===== config.mk =====
export PLATFORM = sky130hd
export DESIGN_NAME = vga_sync_gen_flat
export DESIGN_NICKNAME = d
export VERILOG_FILES = /design/src/rtl/vga_sync_gen_if.sv /design/src/rtl/vga_sync_gen.sv /design/src/flat_wrapper.sv
export SDC_FILE = /design/constraint.sdc
export NUM_CORES = 1
export LEC_CHECK = 0
export CAP_MARGIN = 10
export CORE_MARGIN = 8
export CORE_UTILIZATION = 30
export DETAILED_ROUTE_END_ITERATION = 7
export PLACE_DENSITY = 0.52
export REMOVE_ABC_BUFFERS = 1
export SLEW_MARGIN = 20
export SYNTH_ARGS = -nofsm -noshare
export SYNTH_HDL_FRONTEND = slang
export SYNTH_SLANG_ARGS = --single-unit

===== constraint.sdc =====
create_clock -name clk -period 6.5 [get_ports clk]
set_input_delay 1.3 -clock clk [delete_from_list [all_inputs] [get_ports clk]]
set_output_delay 1.3 -clock clk [all_outputs]
set_load 0.1 [all_outputs]

===== src/rtl/vga_sync_gen_if.sv =====
// vga_sync_gen_if: raster timing bundle between the sync generator
// and the vga pixel pipeline.
interface vga_sync_gen_if;
  logic [9:0] hcount;
  logic [9:0] vcount;
  logic       fetch;
  logic [6:0] fetch_col;
  logic [9:0] fetch_row;
  logic       de;
  logic       hsync_out;
  logic       vsync_out;
  logic       frame_start;
  logic       irq_ack;
  logic       frame_irq;

  modport master (
    output hcount, vcount,
    output fetch, fetch_col, fetch_row,
    output de, hsync_out, vsync_out,
    output frame_start, frame_irq,
    input  irq_ack
  );

  modport slave (
    input  hcount, vcount,
    input  fetch, fetch_col, fetch_row,
    input  de, hsync_out, vsync_out,
    input  frame_start, frame_irq,
    output irq_ack
  );
endinterface


===== src/rtl/vga_sync_gen.sv =====
// vga_sync_gen: raster counters, delayed syncs/de, cell fetch strobe.
// Optional VGA_SYNC_FRAME_IRQ_EN adds a sticky end-of-visible-frame flag.
module vga_sync_gen #(
  parameter int H_VISIBLE  = 640,
  parameter int H_FRONT    = 16,
  parameter int H_SYNC     = 96,
  parameter int H_BACK     = 48,
  parameter int V_VISIBLE  = 480,
  parameter int V_FRONT    = 10,
  parameter int V_SYNC     = 2,
  parameter int V_BACK     = 33,
  parameter int SYNC_POL   = 0,
  parameter int PIPE_DELAY = 2,
  parameter int FETCH_LEAD = 8
) (
  input logic           clk,
  input logic           n_rst,
  vga_sync_gen_if.master bus
);

  localparam int H_TOTAL = H_VISIBLE + H_FRONT
                         + H_SYNC + H_BACK;
  localparam int V_TOTAL = V_VISIBLE + V_FRONT
                         + V_SYNC + V_BACK;
  localparam int HS_BEG = H_VISIBLE + H_FRONT;
  localparam int HS_END = HS_BEG + H_SYNC;
  localparam int VS_BEG = V_VISIBLE + V_FRONT;
  localparam int VS_END = VS_BEG + V_SYNC;

  logic [9:0]  hcount;
  logic [9:0]  vcount;
  logic [9:0]  h_next;
  logic [9:0]  v_next;
  logic        h_wrap;
  logic        v_wrap;
  logic        hs_raw;
  logic        vs_raw;
  logic        de_raw;
  logic [10:0] fx_sum;
  logic [9:0]  fx;
  logic [9:0]  fy;
  logic        fetch_hit;
  logic        fetch_q;
  logic [6:0]  col_q;
  logic [9:0]  row_q;
  logic        fs_q;
  logic [2:0]  pipe [PIPE_DELAY];
  logic        hs_d;
  logic        vs_d;

  // next raster position
  always_comb begin
    h_wrap = hcount == 10'(H_TOTAL - 1);
    v_wrap = vcount == 10'(V_TOTAL - 1);
    h_next = h_wrap ? '0 : hcount + 10'd1;
    v_next = vcount;
    if (h_wrap)
      v_next = v_wrap ? '0 : vcount + 10'd1;
  end

  // undelayed sync and display windows
  always_comb begin
    hs_raw = (hcount >= 10'(HS_BEG))
          && (hcount < 10'(HS_END));
    vs_raw = (vcount >= 10'(VS_BEG))
          && (vcount < 10'(VS_END));
    de_raw = (hcount < 10'(H_VISIBLE))
          && (vcount < 10'(V_VISIBLE));
  end

  // fetch target for the pixel that becomes current next cycle
  always_comb begin
    fx_sum = {1'b0, h_next} + 11'(FETCH_LEAD);
    fx     = 10'(fx_sum);
    fy     = v_next;
    if (fx_sum >= 11'(H_TOTAL)) begin
      fx = 10'(fx_sum - 11'(H_TOTAL));
      fy = (v_next == 10'(V_TOTAL - 1))
         ? '0 : v_next + 10'd1;
    end
    fetch_hit = (fx < 10'(H_VISIBLE))
             && (fx[2:0] == 3'd0)
             && (fy < 10'(V_VISIBLE));
  end

  // free-running counters
  always_ff @(posedge clk or negedge n_rst) begin
    if (!n_rst) begin
      hcount <= '0;
      vcount <= '0;
    end else begin
      hcount <= h_next;
      vcount <= v_next;
    end
  end

  // fetch strobe and held cell address, frame start pulse
  always_ff @(posedge clk or negedge n_rst) begin
    if (!n_rst) begin
      fetch_q <= 1'b0;
      col_q   <= '0;
      row_q   <= '0;
      fs_q    <= 1'b0;
    end else begin
      fetch_q <= fetch_hit;
      fs_q    <= (h_next == '0) && (v_next == '0);
      if (fetch_hit) begin
        col_q <= fx[9:3];
        row_q <= fy;
      end
    end
  end

  // matched delay line for {vs, hs, de}
  always_ff @(posedge clk or negedge n_rst) begin
    if (!n_rst) begin
      for (int i = 0; i < PIPE_DELAY; i++)
        pipe[i] <= '0;
    end else begin
      pipe[0] <= {vs_raw, hs_raw, de_raw};
      for (int i = 1; i < PIPE_DELAY; i++)
        pipe[i] <= pipe[i-1];
    end
  end

  assign hs_d = pipe[PIPE_DELAY-1][1];
  assign vs_d = pipe[PIPE_DELAY-1][2];

  assign bus.hcount      = hcount;
  assign bus.vcount      = vcount;
  assign bus.fetch       = fetch_q;
  assign bus.fetch_col   = col_q;
  assign bus.fetch_row   = row_q;
  assign bus.frame_start = fs_q;
  assign bus.de          = pipe[PIPE_DELAY-1][0];
  assign bus.hsync_out   = (SYNC_POL != 0) ? hs_d : ~hs_d;
  assign bus.vsync_out   = (SYNC_POL != 0) ? vs_d : ~vs_d;

`ifdef VGA_SYNC_FRAME_IRQ_EN
  logic irq_q;
  logic irq_set;

  assign irq_set = h_wrap
                && (vcount == 10'(V_VISIBLE - 1));

  // sticky flag, a set beats a coincident ack
  always_ff @(posedge clk or negedge n_rst) begin
    if (!n_rst)
      irq_q <= 1'b0;
    else if (irq_set)
      irq_q <= 1'b1;
    else if (bus.irq_ack)
      irq_q <= 1'b0;
  end

  assign bus.frame_irq = irq_q;
`else
  logic irq_ack_unused;

  assign irq_ack_unused = bus.irq_ack;
  assign bus.frame_irq  = 1'b0;
`endif

endmodule


===== src/flat_wrapper.sv =====
// flat-port wrapper written by rule: the top's interface ports become plain ports
module vga_sync_gen_flat 
#(
  parameter int H_VISIBLE  = 640,
  parameter int H_FRONT    = 16,
  parameter int H_SYNC     = 96,
  parameter int H_BACK     = 48,
  parameter int V_VISIBLE  = 480,
  parameter int V_FRONT    = 10,
  parameter int V_SYNC     = 2,
  parameter int V_BACK     = 33,
  parameter int SYNC_POL   = 0,
  parameter int PIPE_DELAY = 2,
  parameter int FETCH_LEAD = 8
)
  (clk, n_rst, bus_hcount, bus_vcount, bus_fetch, bus_fetch_col, bus_fetch_row, bus_de, bus_hsync_out, bus_vsync_out, bus_frame_start, bus_frame_irq, bus_irq_ack);
  vga_sync_gen_if bus_i ();
  input logic clk;
  input logic n_rst;
  output wire logic [$bits(bus_i.hcount)-1:0] bus_hcount;
  output wire logic [$bits(bus_i.vcount)-1:0] bus_vcount;
  output wire logic [$bits(bus_i.fetch)-1:0] bus_fetch;
  output wire logic [$bits(bus_i.fetch_col)-1:0] bus_fetch_col;
  output wire logic [$bits(bus_i.fetch_row)-1:0] bus_fetch_row;
  output wire logic [$bits(bus_i.de)-1:0] bus_de;
  output wire logic [$bits(bus_i.hsync_out)-1:0] bus_hsync_out;
  output wire logic [$bits(bus_i.vsync_out)-1:0] bus_vsync_out;
  output wire logic [$bits(bus_i.frame_start)-1:0] bus_frame_start;
  output wire logic [$bits(bus_i.frame_irq)-1:0] bus_frame_irq;
  input wire logic [$bits(bus_i.irq_ack)-1:0] bus_irq_ack;
  assign bus_hcount = bus_i.hcount;
  assign bus_vcount = bus_i.vcount;
  assign bus_fetch = bus_i.fetch;
  assign bus_fetch_col = bus_i.fetch_col;
  assign bus_fetch_row = bus_i.fetch_row;
  assign bus_de = bus_i.de;
  assign bus_hsync_out = bus_i.hsync_out;
  assign bus_vsync_out = bus_i.vsync_out;
  assign bus_frame_start = bus_i.frame_start;
  assign bus_frame_irq = bus_i.frame_irq;
  assign bus_i.irq_ack = bus_irq_ack;
  vga_sync_gen #(.H_VISIBLE(H_VISIBLE), .H_FRONT(H_FRONT), .H_SYNC(H_SYNC), .H_BACK(H_BACK), .V_VISIBLE(V_VISIBLE), .V_FRONT(V_FRONT), .V_SYNC(V_SYNC), .V_BACK(V_BACK), .SYNC_POL(SYNC_POL), .PIPE_DELAY(PIPE_DELAY), .FETCH_LEAD(FETCH_LEAD)) u_core (.clk(clk), .n_rst(n_rst), .bus(bus_i));
endmodule

Yosys cells after proc, flatten, opt, wreduce, memory -nomap -nowiden
Cells that the tools add are included.
Storage, ports and cells
  RAM bits: 0
  ROM bits: 0
  register bits: 45
  memories: 0
  output and inout port bits: 43
  bits in latches: 0
Cells by class
  add/subtract/negate cells: 5
  shift-type cells: 0
  reductions and logical operators: 9
  muxes and demuxes: 6
  bitwise operators: 2
  order comparisons: 9
  div/mod/pow operators: 0
  equal/unequal tests: 3
  multipliers: 0
Operators by type and width (number)
  10-bit two-way mux: 6
  10-bit by 1-bit adder with 10-bit output (second input constant): 3
  10-bit == test (second input constant): 3
  10-bit less-than comparator (second input constant): 3
  10-bit by 9-bit less-than comparator with 1-bit output (second input constant): 3
  10-bit zero test: 2
  10-bit by 4-bit adder with 11-bit output (second input constant): 1
  11-bit by 10-bit greater-or-equal comparator with 1-bit output (second input constant): 1
  10-bit greater-or-equal comparator (second input constant): 1
  10-bit by 9-bit greater-or-equal comparator with 1-bit output (second input constant): 1
  10-bit subtractor (second input constant): 1
  1-bit logical AND: 6
  3-bit zero test: 1
  1-bit NOT: 2

Depth between registers and ports, before layout
Gate-level depths: netlist of the first run.
  depth after elaboration: 8
  gate-level depth with buffers: 18

Worst setup path before layout of the first run
Ideal clock, no wire load.
  kind: reg-to-reg
  start: reg u_core.hcount[0], in the netlist u_core.bus.hcount[0]
  end: reg u_core.row_q[1], in the netlist u_core.bus.fetch_row[1]
  path slack: 1494 ps
  required time: 6375 ps
  path buffers: 2
  setup time: 125 ps
  arrival: 4881 ps
  stages on the path, launching flop included: 18
  clock period less this slack: 5006 ps
  path through: dfrtp_1 > ha_1 > buf_4 > nand3_4 > nor3_4 > nor2_1 > ha_1 > inv_1 > nor4_1 > o221ai_1 > a211o_2 > mux2_4 > o31ai_4 > nand4_1 > xor2_1 > o31ai_4 > buf_6 > mux2_4
On the way
  cells in the longest elaborated chain, start to end: 8
  elaborated cells between the ends (all ways): 17
  those cells by class: add/sub: 4; order compare: 3; eq/ne: 2; mux: 5; reduce/logical: 3
RTL lines
  start: declaration: line vga_sync_gen.sv:30  | logic [9:0] hcount;
  start signal: assignment: line vga_sync_gen.sv:92  | hcount <= h_next;
  10-bit by 1-bit adder with 10-bit output or 10-bit == test (tied branches): line vga_sync_gen.sv:55, vga_sync_gen.sv:53
  10-bit two-way mux (*): line vga_sync_gen.sv:55  | h_next = h_wrap ? '0 : hcount + 10'd1;
  net u_core.h_next[3]: line vga_sync_gen.sv:32  | logic [9:0] h_next;
  10-bit by 4-bit adder with 11-bit output (*): line vga_sync_gen.sv:73  | fx_sum = {1'b0, h_next} + 11'(FETCH_LEAD);
  10-bit subtractor or 11-bit by 10-bit greater-or-equal comparator with 1-bit output (tied branches): line vga_sync_gen.sv:77, vga_sync_gen.sv:76
  10-bit two-way mux: line vga_sync_gen.sv:76  | if (fx_sum >= 11'(H_TOTAL)) begin
  10-bit less-than comparator or 3-bit zero test (tied branches): line vga_sync_gen.sv:81, vga_sync_gen.sv:82
  1-bit logical AND: line vga_sync_gen.sv:82  | && (fx[2:0] == 3'd0)
  1-bit logical AND: line vga_sync_gen.sv:83  | && (fy < 10'(V_VISIBLE));
  end signal: assignment: line vga_sync_gen.sv:109  | row_q <= fy;
  end: declaration: line vga_sync_gen.sv:45  | logic [9:0] row_q;
The timed path passes the listed nets; every way through them passes the cells marked *.
A chain may end at the register's enable or synchronous reset.

Worst setup path in the final report of the first run
  start: reg u_core.hcount[0], in the netlist u_core.bus.hcount[0]
  end: reg u_core.col_q[5], in the netlist u_core.bus.fetch_col[5]
On the way
  cells in the longest elaborated chain, start to end: 8
  elaborated cells between the ends (all ways): 17
  those cells by class: add/sub: 4; order compare: 3; eq/ne: 2; mux: 5; reduce/logical: 3
RTL lines
  10-bit by 1-bit adder with 10-bit output or 10-bit == test (tied branches): line vga_sync_gen.sv:55, vga_sync_gen.sv:53
  10-bit two-way mux (*): line vga_sync_gen.sv:55
  net u_core.h_next[3]: line vga_sync_gen.sv:32
  10-bit by 4-bit adder with 11-bit output (*): line vga_sync_gen.sv:73
  10-bit subtractor or 11-bit by 10-bit greater-or-equal comparator with 1-bit output (tied branches): line vga_sync_gen.sv:77, vga_sync_gen.sv:76
  10-bit two-way mux: line vga_sync_gen.sv:76
  10-bit less-than comparator or 3-bit zero test (tied branches): line vga_sync_gen.sv:81, vga_sync_gen.sv:82
  1-bit logical AND: line vga_sync_gen.sv:82
  1-bit logical AND: line vga_sync_gen.sv:83
  end signal: assignment: line vga_sync_gen.sv:108  | col_q <= fx[9:3];
  end: declaration: line vga_sync_gen.sv:44  | logic [6:0] col_q;
Marks and branches as above.

==> run metrics, run 1 <==
GR Util All Layers approximately an eighth; worst path cell trace ha_1 > nand3_4 > nor3_4 > nor2_1 > ha_1 > inv_1 > nor4_1 > o221ai_1 > a211o_2 > mux2_4 > o31ai_4 > buf_4 > nand4_1 > xor2_1 > o31ai_4 > buf_4 > mux2_2; # hold bufs at CTS 0; IO Port Bufs 43; Congestion Overflow GR 0; slew margin rel. roughly a third; Longest Clk Path Bufs 2; CP Class register to register; top cells by area, synth dfrtp_1 35%, ha_1 3.5%, xnor2_1 3.3%, buf_6 3.2%, inv_1 3.2%; met3 usage ~2.6%; RR Startpoint u_core.bus.hcount[0]; CTS Buf Count 5; hold_sp u_core.pipe[5]; I/O pin cnt 46; starting density of the core a little under a third; Tightest Hold Check Type register to register; worst-margin pin slew around 0.98 ns; Worst Reg-to-Reg Cells 17; gr busiest metal met2; Die Ht about 120 um; clock root buffer master clkbuf_8; drt first-iter violations 138; grt met2 use 18.69%; Max IR drop VDD approximately 0.00008 V; CTS H-tree lvls 2; Post-Syn Area 3207 um^2; vias in the first global route approximately 2,700; CP max stage delay 0.51 ns; Yosys top cell area share 35.12%; Worst setup SP type register; sequential fraction of the synthesis area 35.12%; antenna-violating nets left 0; Vias/cell 5.350; final WL 8157 um; Filler Cell Count approximately 1,100; Critical R2R Capture u_core.bus.fetch_col[5]; setup TNS after final layout 0 ns; M1 GR Usage 15.33%; Final Util between 30% and 40%; TritonRoute pass-1 iters 4; Tmin final between 5 and 6 ns; most frequent cells in the layout 45 x dfrtp_1, 42 x clkdlybuf4s50_1, 27 x inv_1; DIE WIDTH roughly 120 um; Place WS 1.071 ns; full die area between 10,000 and 15,000 um^2; FMAX roughly 180 MHz; Post-synth ARST share 100.0%; Netlist cell types just under 80; Setup crit end kind register; Post-Syn Instances 330; first-pass GRT wire length 13,720 um; setup bufs post-CTS 0; count of state elements after synthesis between 40 and 50; post-synth top area cell dfrtp_1; Final Worst Setup Slack approximately 1 ns; largest net degree at the start of global routing 46; Yosys Warn Count 0; static leakage 1.520 nW; max_cap viols 0; Cell Pwr Density around 140 nW/um^2; Hold Worst Slack between 0.3 and 0.4 ns; Reg clk slew, reported paths around 0.1 ns; worst skew pair latency roughly 0.31 ns; Num Clock Sinks 45; post-CTS sizing 0; CP max-delay cell dfrtp_1; Synth Area per Inst slightly below 10 um^2; critical path's top delay family simple AND/OR/NAND/NOR gates; average wire per standard cell 16.22 um; fin nets 378; # DRC 0; Site Rows 37; max-slew violations 0; RSZ-0062 raised after global routing no; status complete, no violations; TritonCTS clock tree yes; Worst Hold Path Cells 0; Core Area approximately 10,000 um^2; Final Hold Viols 0; most common cell after layout, fill and taps aside dfrtp_1; top fanout value on the critical path 13; Power Total around 0.55 mW; dominant synthesized flop cell dfrtp_1; final setup vio count 0; Final Cycle Share between 80% and 90%; hpwl dp approximately 6100 um; DR vias around 2,700; Worst Skew 0.008071 ns; Required @ worst endpoint 6.69 ns; n_diodes 0; Hold Path End u_core.pipe[2]; antenna violations before repair 0; RD Place Congestion 0.8709; share of cells above drive strength 1 roughly 15%; Buf/Inv on CP 3; CP Data Arrival Time roughly 5.7 ns; Synth-to-Final Area Change 18.96%; reg2reg setup slack between 0.9 and 1 ns; EDFF count, synth 0
metal layers:
metal,part of all wire (%),vias to the layer above,wire length [um]
li1,-,1296,-
met1,49,1328,3966
met2,45,51,3699
met3,4.3,16,348
met4,1.8,0,143
met5,0,-,0
worst register-to-register path: stages (launching register included):
cell      delay (ns)
dfrtp_1         0.51
ha_1            0.38
nand3_4         0.21
nor3_4          0.11
nor2_1          0.33
ha_1            0.37
inv_1           0.13
nor4_1          0.50
o221ai_1        0.21
a211o_2         0.35
mux2_4          0.30
o31ai_4         0.20
buf_4           0.24
nand4_1         0.18
xor2_1          0.25
o31ai_4         0.48
buf_4           0.29
mux2_2          0.36
final cells by class:
cell class              instances  area (um^2)  share of cell area, %
clock inverters                 3        68.82                  1.804
clock buffers                   5        68.82                  1.804
multi-input cells             241         1833                  48.05
well taps                     136        170.2                  4.460
flip-flops and latches         45         1126                  29.52
inverters                      28        105.1                  2.755
repair buffers                 45        442.9                  11.61
per-stage QoR:
step / cells / instance area [um^2]
2_1_floorplan: 314 / 3064
3_3_place_gp: 495 / 3675
6_report: 503 / 3815
5_1_grt: 503 / 3815
4_1_cts: 503 / 3812
3_5_place_dp: 495 / 3675
worst max path at each step:
stage	from	end	slack [ns]	cells past startpoint
3_3_place_gp	u_core.bus.hcount[0]	u_core.bus.fetch_col[1]	1.12	17
4_1_cts	u_core.bus.hcount[0]	u_core.bus.fetch_col[5]	1.00	17
2_1_floorplan	u_core.bus.hcount[0]	u_core.bus.fetch_col[1]	0.95	14
3_5_place_dp	u_core.bus.hcount[0]	u_core.bus.fetch_col[5]	1.07	17
6_report	u_core.bus.hcount[0]	u_core.bus.fetch_col[5]	1.0	17
5_1_grt	u_core.bus.hcount[0]	u_core.bus.fetch_col[1]	0.54	17
cell families (layout without fill, tap and decap cells):
group                      Yosys count  in the layout  share of synthesized area, %
and+or+nand+nor                    120            120                         23.72
AOI/OAI and AO/OA                   79             79                         19.39
DFF                                 45             45                         35.12
buffers and inverters               44             81                         7.725
xor gates and xnor gates            16             16                         4.370
muxes                               16             16                         6.048
adders and majority gates            9              9                         3.512
other                                1              1                        0.1169
sequential cells by signal, indices dropped and copies added (netlist names):
name / count
u_core.bus.de: 1
u_core.bus.fetch_col: 7
u_core.hs_d: 1
u_core.pipe: 4
u_core.bus.frame_start: 1
u_core.bus.hcount: 10
u_core.bus.fetch: 1
u_core.bus.fetch_row: 10
u_core.bus.vcount: 10
where the power goes:
part	internal (mW)	switching [mW]
clock	0.155	0.106
sequential	0.280	0
combinational	0.000394	0.00786
cells in the mapped netlist, drive strengths merged (2+ instances only):
cell type,instances
a211oi,4
a21o,2
a21oi,11
a22oi,9
a2bb2oi,2
a31oi,3
and2,4
and3,7
and3b,2
buf,14
clkbuf,2
dfrtp,45
ha,9
inv,27
mux2,12
mux2i,4
nand2,20
nand2b,2
nand3,15
nand4,11
nand4b,2
nor2,11
nor2b,3
nor3,13
nor4,8
nor4b,2
o211ai,2
o21a,3
o21ai,17
o221ai,2
o31a,3
o31ai,6
o32a,2
or2,6
or3,6
xnor2,12
xor2,4
Power figures use the tool's default switching activity.
==> run 2, diff against run 1 <==
--- a/config.mk
+++ b/config.mk
@@ -9,7 +9,7 @@
 export CORE_MARGIN = 8
 export CORE_UTILIZATION = 30
 export DETAILED_ROUTE_END_ITERATION = 7
-export PLACE_DENSITY = 0.52
+export PLACE_DENSITY = 0.54
 export REMOVE_ABC_BUFFERS = 1
 export SLEW_MARGIN = 20
 export SYNTH_ARGS = -nofsm -noshare
==> constraint.sdc (replaced) <==
create_clock -name clk -period 4.52 [get_ports clk]
set_input_delay 0.904 -clock clk [delete_from_list [all_inputs] [get_ports clk]]
set_output_delay 0.904 -clock clk [all_outputs]
set_load 0.1 [all_outputs]
==> run metrics, run 2 (synthesized netlist as in run 1, its figures left out) <==
status complete, no violations; Placement Cell Area 3847 um^2 (+4.7%); setup TNS after final layout 0 ns (unchanged); clock root buffer master clkbuf_8; first-pass GRT wire length 14,590 um (+6.3%); Synth-to-Final Area Change 23.45%; largest net degree at the start of global routing 46 (unchanged); max-slew violations 0 (unchanged); WL met2 4067 um (+9.9%); TritonCTS clock tree yes; uppermost layer routed met4; starting density of the core 30.92% (unchanged); GR Util All Layers 12.43% (+0.75 points); Worst setup SP type register; Setup crit end kind register; vias in the first global route 2,821 (+6.1%); n_diodes 0 (unchanged); sequential share of power 58.0% (+7.0 points); Buf/Inv on CP 3 (unchanged); I/O pin cnt 46 (unchanged); most frequent cells in the layout 45 x dfrtp_1, 42 x clkdlybuf4s50_1, 27 x inv_1; CP max-delay cell dfrtp_1; CP max stage delay 0.54 ns (+0.03 ns); antenna violations before repair 0 (unchanged); Final Util 38.18% (+1.4 points); Power Total 0.6937 mW (+26%); RD Place Congestion 0.8595 (-1.3%); Worst Hold Path Cells 0 (unchanged); Die Ht 119.4 um (unchanged); Net Sw Power 0.1666 mW (+46%); Longest Clk Path Bufs 2 (unchanged); CP Data Arrival Time 4.45 ns (-1.25 ns); Congestion Overflow GR 0 (unchanged); Required @ worst endpoint 4.73 ns (-1.96 ns); # DRC 0 (unchanged); met3 WL post-DR 463 um (+33%); Site Rows 37 (unchanged); Final Hold Viols 0 (unchanged); Filler Cell Count 1,075 (-2.2%); worst path cell trace nand3_4 > xnor2_1 > ha_1 > inv_1 > nor4_2 > o221ai_1 > a211o_2 > mux2_4 > o31ai_4 > buf_4 > nand4_1 > a22o_2 > o31ai_4 > buf_4 > mux2_2; IO Port Bufs 43 (unchanged); Final Cycle Share 93.95% (+9.3 points); slew margin rel. 33.70% (-0.65 points); final WL 8776 um (+7.6%); final setup vio count 0 (unchanged); RR Startpoint u_core.bus.hcount[2]; Hold Path End u_core.hs_d; Max IR drop VDD 0.0001006 V (+22%); Tmin final 4.247 ns (-1.258 ns); Vias/cell 5.251 (-1.8%); hold_sp u_core.pipe[4]; Clock power frac 40.3% (-7.2 points); Core Area 10,370 um^2 (unchanged); fin nets 401 (+6.1%); post-route cell area 3959 um^2 (+3.8%); average wire per standard cell 16.68 um (+2.9%); worst-margin pin slew 0.9913 ns (+0.009793 ns); drt first-iter violations 103 (-25%); Cell Pwr Density 175.2 nW/um^2 (+22%); worst skew pair latency 0.31 ns (about the same); FMAX 235.5 MHz (+30%); critical path's top delay family compound AO/OA/AOI/OAI gates; antenna-violating nets left 0 (unchanged); DIE WIDTH 119.4 um (unchanged); max_cap viols 0 (unchanged); Num Clock Sinks 45 (unchanged); share of cells above drive strength 1 20.51% (+5.5 points); CTS Buf Count 5 (unchanged); top fanout value on the critical path 11 (-2); Critical R2R Capture u_core.bus.fetch_col[3]; TritonRoute pass-1 iters 4 (unchanged); worst setup path startpoint u_core.bus.hcount[2]; P_int 0.5271 mW (+21%); Reg clk slew, reported paths 0.10 ns (about the same); Hold Worst Slack 0.3491 ns (-0.005378 ns); static leakage 1.622 nW (+6.7%); Tightest Hold Check Type register to register; combinational power share 1.8% (+0.3 points); RSZ-0062 raised after global routing no; reg2reg setup slack 0.27 ns (-0.72 ns); hpwl dp 6595 um (+8.2%); Worst Reg-to-Reg Cells 15 (-2); CP Class register to register; CTS H-tree lvls 2 (unchanged); DR vias 2,762 (+2.6%); most common cell after layout, fill and taps aside dfrtp_1; sw frac 24.02% (+3.3 points); WL met1 4098 um (+3.3%); Worst Skew 0.01005 ns (+0.001980 ns); full die area 14,250 um^2 (unchanged)
==> run 2: changes by cell type in the layout (fill, tap and decap cells not counted) <==
cell,change
clkinv_2,+1
clkbuf_8,+1
a311oi_2,+1
a311oi_1,-1
nor4_1,-1
bufinv_16,-2
buf_4,+23
nor4_2,+1
clkinv_4,+1
inv_6,-1
==> run 2: cell type report <==
type	count	area, um^2	area share [%]
Multi-Input combinational cell	241	1846	46.62
Clock buffer	6	82.58	2.086
Inverter	28	105.1	2.655
Sequential cell	45	1126	28.44
Tap cell	136	170.2	4.298
Clock inverter	2	13.76	0.3477
Timing Repair Buffer	68	615.6	15.55
==> run 2: what timing repair did <==
action	4_1_cts	5_1_grt
setup endpoints to repair	0	11
buffers inserted	0	0
hold buffers	0	0
resized for setup	0	2
==> run 2: worst max path at each step <==
stage / to / slack (ns) / cells past startpoint
finish: u_core.bus.fetch_col[3] / 0.27 / 15
global route: u_core.bus.fetch_col[1] / 0.02 / 16
global placement: u_core.bus.fetch_col[1] / 0.23 / 15
CTS: u_core.bus.fetch_col[3] / 0.15 / 15
floorplan: u_core.bus.fetch_col[1] / -1.03 / 14
detailed placement: u_core.bus.fetch_col[3] / 0.18 / 15
==> run 2: per-stage QoR <==
stage,instances,setup WS [ns]
floorplan,314,-1.033
global placement,518,0.2285
detailed placement,518,0.1798
CTS,526,0.1544
global route,526,0.02312
finish,526,0.2734
==> run 2: layer usage <==
layer,global-route usage [%],vias up
met5,0,-
met4,4.450,0
met3,2.598,14
met2,19.63,79
met1,16.46,1324
li1,-,1345
==> run 2: power by group through the flow <==
stage	Sequential (mW)	Combinational [mW]	Clock (mW)
2_1_floorplan	0.410	0.00358	0
3_3_place_gp	0.410	0.0123	0
3_5_place_dp	0.410	0.0128	0
4_1_cts	0.402	0.0126	0.292
5_1_grt	0.402	0.0141	0.304
6_report	0.402	0.0122	0.279
==> run 2: worst reg2reg max path: cells and delay by family (launching register included) <==
family / cells / cell delay, ns
adder cells (fa/ha/maj): 1 / 0.21
XOR/XNOR: 1 / 0.28
buffers and inverters: 3 / 0.52
AND/OR/NAND/NOR: 3 / 0.70
AO/OA/AOI/OAI: 5 / 1.26
flip-flops: 1 / 0.54
multiplexers: 2 / 0.65
==> run 3, diff against run 2 <==
--- a/config.mk
+++ b/config.mk
@@ -5,6 +5,7 @@
 export SDC_FILE = /design/constraint.sdc
 export NUM_CORES = 1
 export LEC_CHECK = 0
+export ABC_AREA = 1
 export CAP_MARGIN = 10
 export CORE_MARGIN = 8
 export CORE_UTILIZATION = 30
==> run metrics, run 3 <==
status complete, no violations; most common cell after layout, fill and taps aside nand2_1; largest net degree at the start of global routing 46 (unchanged); Num Clock Sinks 45 (unchanged); most frequent cells in the layout 115 x nand2_1, 61 x inv_1, 45 x dfrtp_1; Clock power frac 43.4% (+3.1 points); TritonRoute pass-1 iters 4 (unchanged); # DRC 0 (unchanged); Reg clk slew, reported paths 0.10 ns (about the same); hold_sp u_core.pipe[3]; most common cell in the netlist nand2_1; DIE WIDTH 119.8 um (+0.30%); Required @ worst endpoint 4.71 ns (-0.02 ns); Final Cycle Share 85.60% (-8.4 points); CP Data Arrival Time 4.06 ns (-0.39 ns); top fanout value on the critical path 21 (+10); antenna violations before repair 0 (unchanged); Yosys Warn Count 0 (unchanged); reg2reg setup slack 0.65 ns (+0.38 ns); Worst setup SP type register; Longest Clk Path Bufs 2 (unchanged); worst-margin pin slew 0.9876 ns (-0.003758 ns); Post-Syn Instances 434 (+32%); full die area 14,340 um^2 (+0.60%); sequential fraction of the synthesis area 34.87% (-0.24 points); Hold Path End u_core.bus.de; worst setup path startpoint u_core.bus.hcount[0]; Tmin final 3.869 ns (-0.3776 ns); setup bufs post-CTS 0 (unchanged); Netlist cell types 36 (-54%); post-synth top area cell dfrtp_1; FMAX 258.5 MHz (+9.8%); Core Area 10,650 um^2 (+2.7%); antenna-violating nets left 0 (unchanged); Setup crit end kind register; combinational power share 1.6% (-0.2 points); sw frac 22.26% (-1.8 points); Placement Cell Area 3755 um^2 (-2.4%); IO Port Bufs 43 (unchanged); CP Class register to register; final setup vio count 0 (unchanged); setup TNS after final layout 0 ns (unchanged); Max IR drop VDD 0.0001002 V (-0.44%); hpwl dp 5953 um (-9.7%); most instantiated cells after synthesis 115 x nand2_1, 61 x inv_1, 45 x dfrtp_1; fin nets 487 (+21%); worst skew pair latency 0.31 ns (about the same); starting density of the core 30.32% (-0.60 points); DR vias 2,881 (+4.3%); CTS H-tree lvls 2 (unchanged); Tightest Hold Check Type register to register; average wire per standard cell 12.55 um (-25%); RSZ-0062 raised after global routing no; Site Rows 38 (+2.7%); Worst Reg-to-Reg Cells 22 (+7); Worst Skew 0.01510 ns (+0.005048 ns); max_cap viols 0 (unchanged); share of cells above drive strength 1 13.45% (-7.1 points); # hold bufs at CTS 0 (unchanged); dominant synthesized flop cell dfrtp_1; final WL 7729 um (-12%); Power Total 0.7316 mW (+5.5%); max-slew violations 0 (unchanged); CTS Buf Count 5 (unchanged); sequential share of power 55.0% (-3.0 points); drt first-iter violations 130 (+26%); EDFF count, synth 0 (unchanged); RR Startpoint u_core.bus.hcount[0]; Synth Area per Inst 7.441 um^2 (-23%); post-route cell area 3870 um^2 (-2.2%); Net Sw Power 0.1629 mW (-2.2%); GR Util All Layers 11.33% (-1.1 points); Filler Cell Count 1,164 (+8.3%); Vias/cell 4.677 (-11%); count of state elements after synthesis 45 (unchanged); Cell Pwr Density 189.0 nW/um^2 (+7.9%); TritonCTS clock tree yes; Yosys top cell area share 34.87% (-0.24 points); n_diodes 0 (unchanged); Synth-to-Final Area Change 19.84%; P_int 0.5687 mW (+7.9%); Critical R2R Capture u_core.bus.fetch_col[0]; Post-synth ARST share 100.0% (unchanged); Final Hold Viols 0 (unchanged); Worst Hold Path Cells 0 (unchanged); slew margin rel. 33.96% (+0.25 points); Post-Syn Area 3229 um^2 (+0.70%); RD Place Congestion 0.8323 (-3.2%); post-CTS sizing 0 (unchanged); clock root buffer master clkbuf_8; Congestion Overflow GR 0 (unchanged); top cells by area, synth dfrtp_1 35%, nand2_1 13%, inv_1 7.1%, nand4_1 6.4%, nand3_1 5.0%; Final Util 36.34% (-1.8 points); static leakage 1.837 nW (+13%); I/O pin cnt 46 (unchanged); first-pass GRT wire length 13,570 um (-7.0%); vias in the first global route 2,885 (+2.3%); Die Ht 119.8 um (+0.30%)
-- run 3: changes by cell type in the layout (fill, tap and decap cells not counted), moves of 7 or more --
| cell | before | now |
|---|---|---|
| a22oi_1 | 9 | 0 |
| buf_4 | 26 | 1 |
| inv_1 | 27 | 61 |
| mux2_2 | 7 | 0 |
| nand2_1 | 18 | 115 |
| nand2_2 | 2 | 11 |
| nand3_1 | 13 | 32 |
| nand4_1 | 11 | 33 |
| nor2_1 | 11 | 38 |
| nor2_2 | 0 | 10 |
| xnor2_1 | 12 | 1 |
-- run 3: kinds of logic after synthesis --
logic type               Yosys count  synth area share, %
flip-flops                        45                34.87
adder cells (fa/ha/maj)            9                3.487
XOR/XNOR                           9                2.441
AO/OA/AOI/OAI                     27                6.316
buffers and inverters             75                9.996
AND/OR/NAND/NOR                  268                42.77
other                              1               0.1161
-- run 3: final cells by class --
class / count / area (um^2) / area share, %
clock buffer: 5 / 68.82 / 1.778
clock inverter: 3 / 43.79 / 1.132
tap: 140 / 175.2 / 4.526
sequential: 45 / 1126 / 29.10
multi-input combinational: 314 / 1780 / 46.01
timing repair buffer: 43 / 427.9 / 11.06
inverter: 66 / 247.7 / 6.402
-- run 3: how the worst max path moves through the flow --
stage,slack [ns],to,cells after the start
floorplan,0.51,u_core.bus.fetch_col[0],20
global placement,0.72,u_core.bus.fetch_row[5],20
detailed placement,0.63,u_core.bus.fetch_row[5],20
CTS,0.62,u_core.bus.fetch_col[0],20
global route,0.18,u_core.bus.fetch_col[1],20
finish,0.65,u_core.bus.fetch_col[0],22
-- run 3: worst max-delay path, cell delays in order (launching register included) --
cell	delay [ns]
dfrtp_1	0.48
ha_1	0.26
nand2_2	0.09
nor2_4	0.18
nand3_4	0.18
nand2_1	0.16
inv_1	0.09
ha_1	0.19
inv_1	0.10
nand2_1	0.07
nand2_2	0.10
ha_1	0.20
nand3_1	0.12
nand3_2	0.14
nand3_2	0.34
nand2_1	0.15
nand2_1	0.07
inv_1	0.06
nand2_1	0.05
nand2_2	0.28
nand3_4	0.25
nand2_1	0.11
nand2_1	0.06
-- run 3: routing by layer --
metal	global-route usage [%]	up-vias	part of all wire, %
li1	-	1472	-
met1	13.65	1340	46
met2	19.80	62	47
met3	2.865	7	5.7
met4	2.654	0	0.93
met5	0	-	0
-- run 3: power groups by stage --
stage / Sequential, mW / Clock, mW / Combinational [mW]
3_5_place_dp: 0.410 / 0 / 0.0126
5_1_grt: 0.402 / 0.344 / 0.0137
6_report: 0.402 / 0.317 / 0.0119
3_3_place_gp: 0.410 / 0 / 0.0123
2_1_floorplan: 0.410 / 0 / 0.00359
4_1_cts: 0.402 / 0.331 / 0.0127
-- run 3: metrics by stage --
stage	cells	hold slack [ns]	worst slack, ns
2_1_floorplan	425	0.3312	0.5087
3_3_place_gp	608	0.3331	0.7195
3_5_place_dp	608	0.3356	0.6350
4_1_cts	616	0.3504	0.6235
5_1_grt	616	0.3619	0.1794
6_report	616	0.3493	0.6510
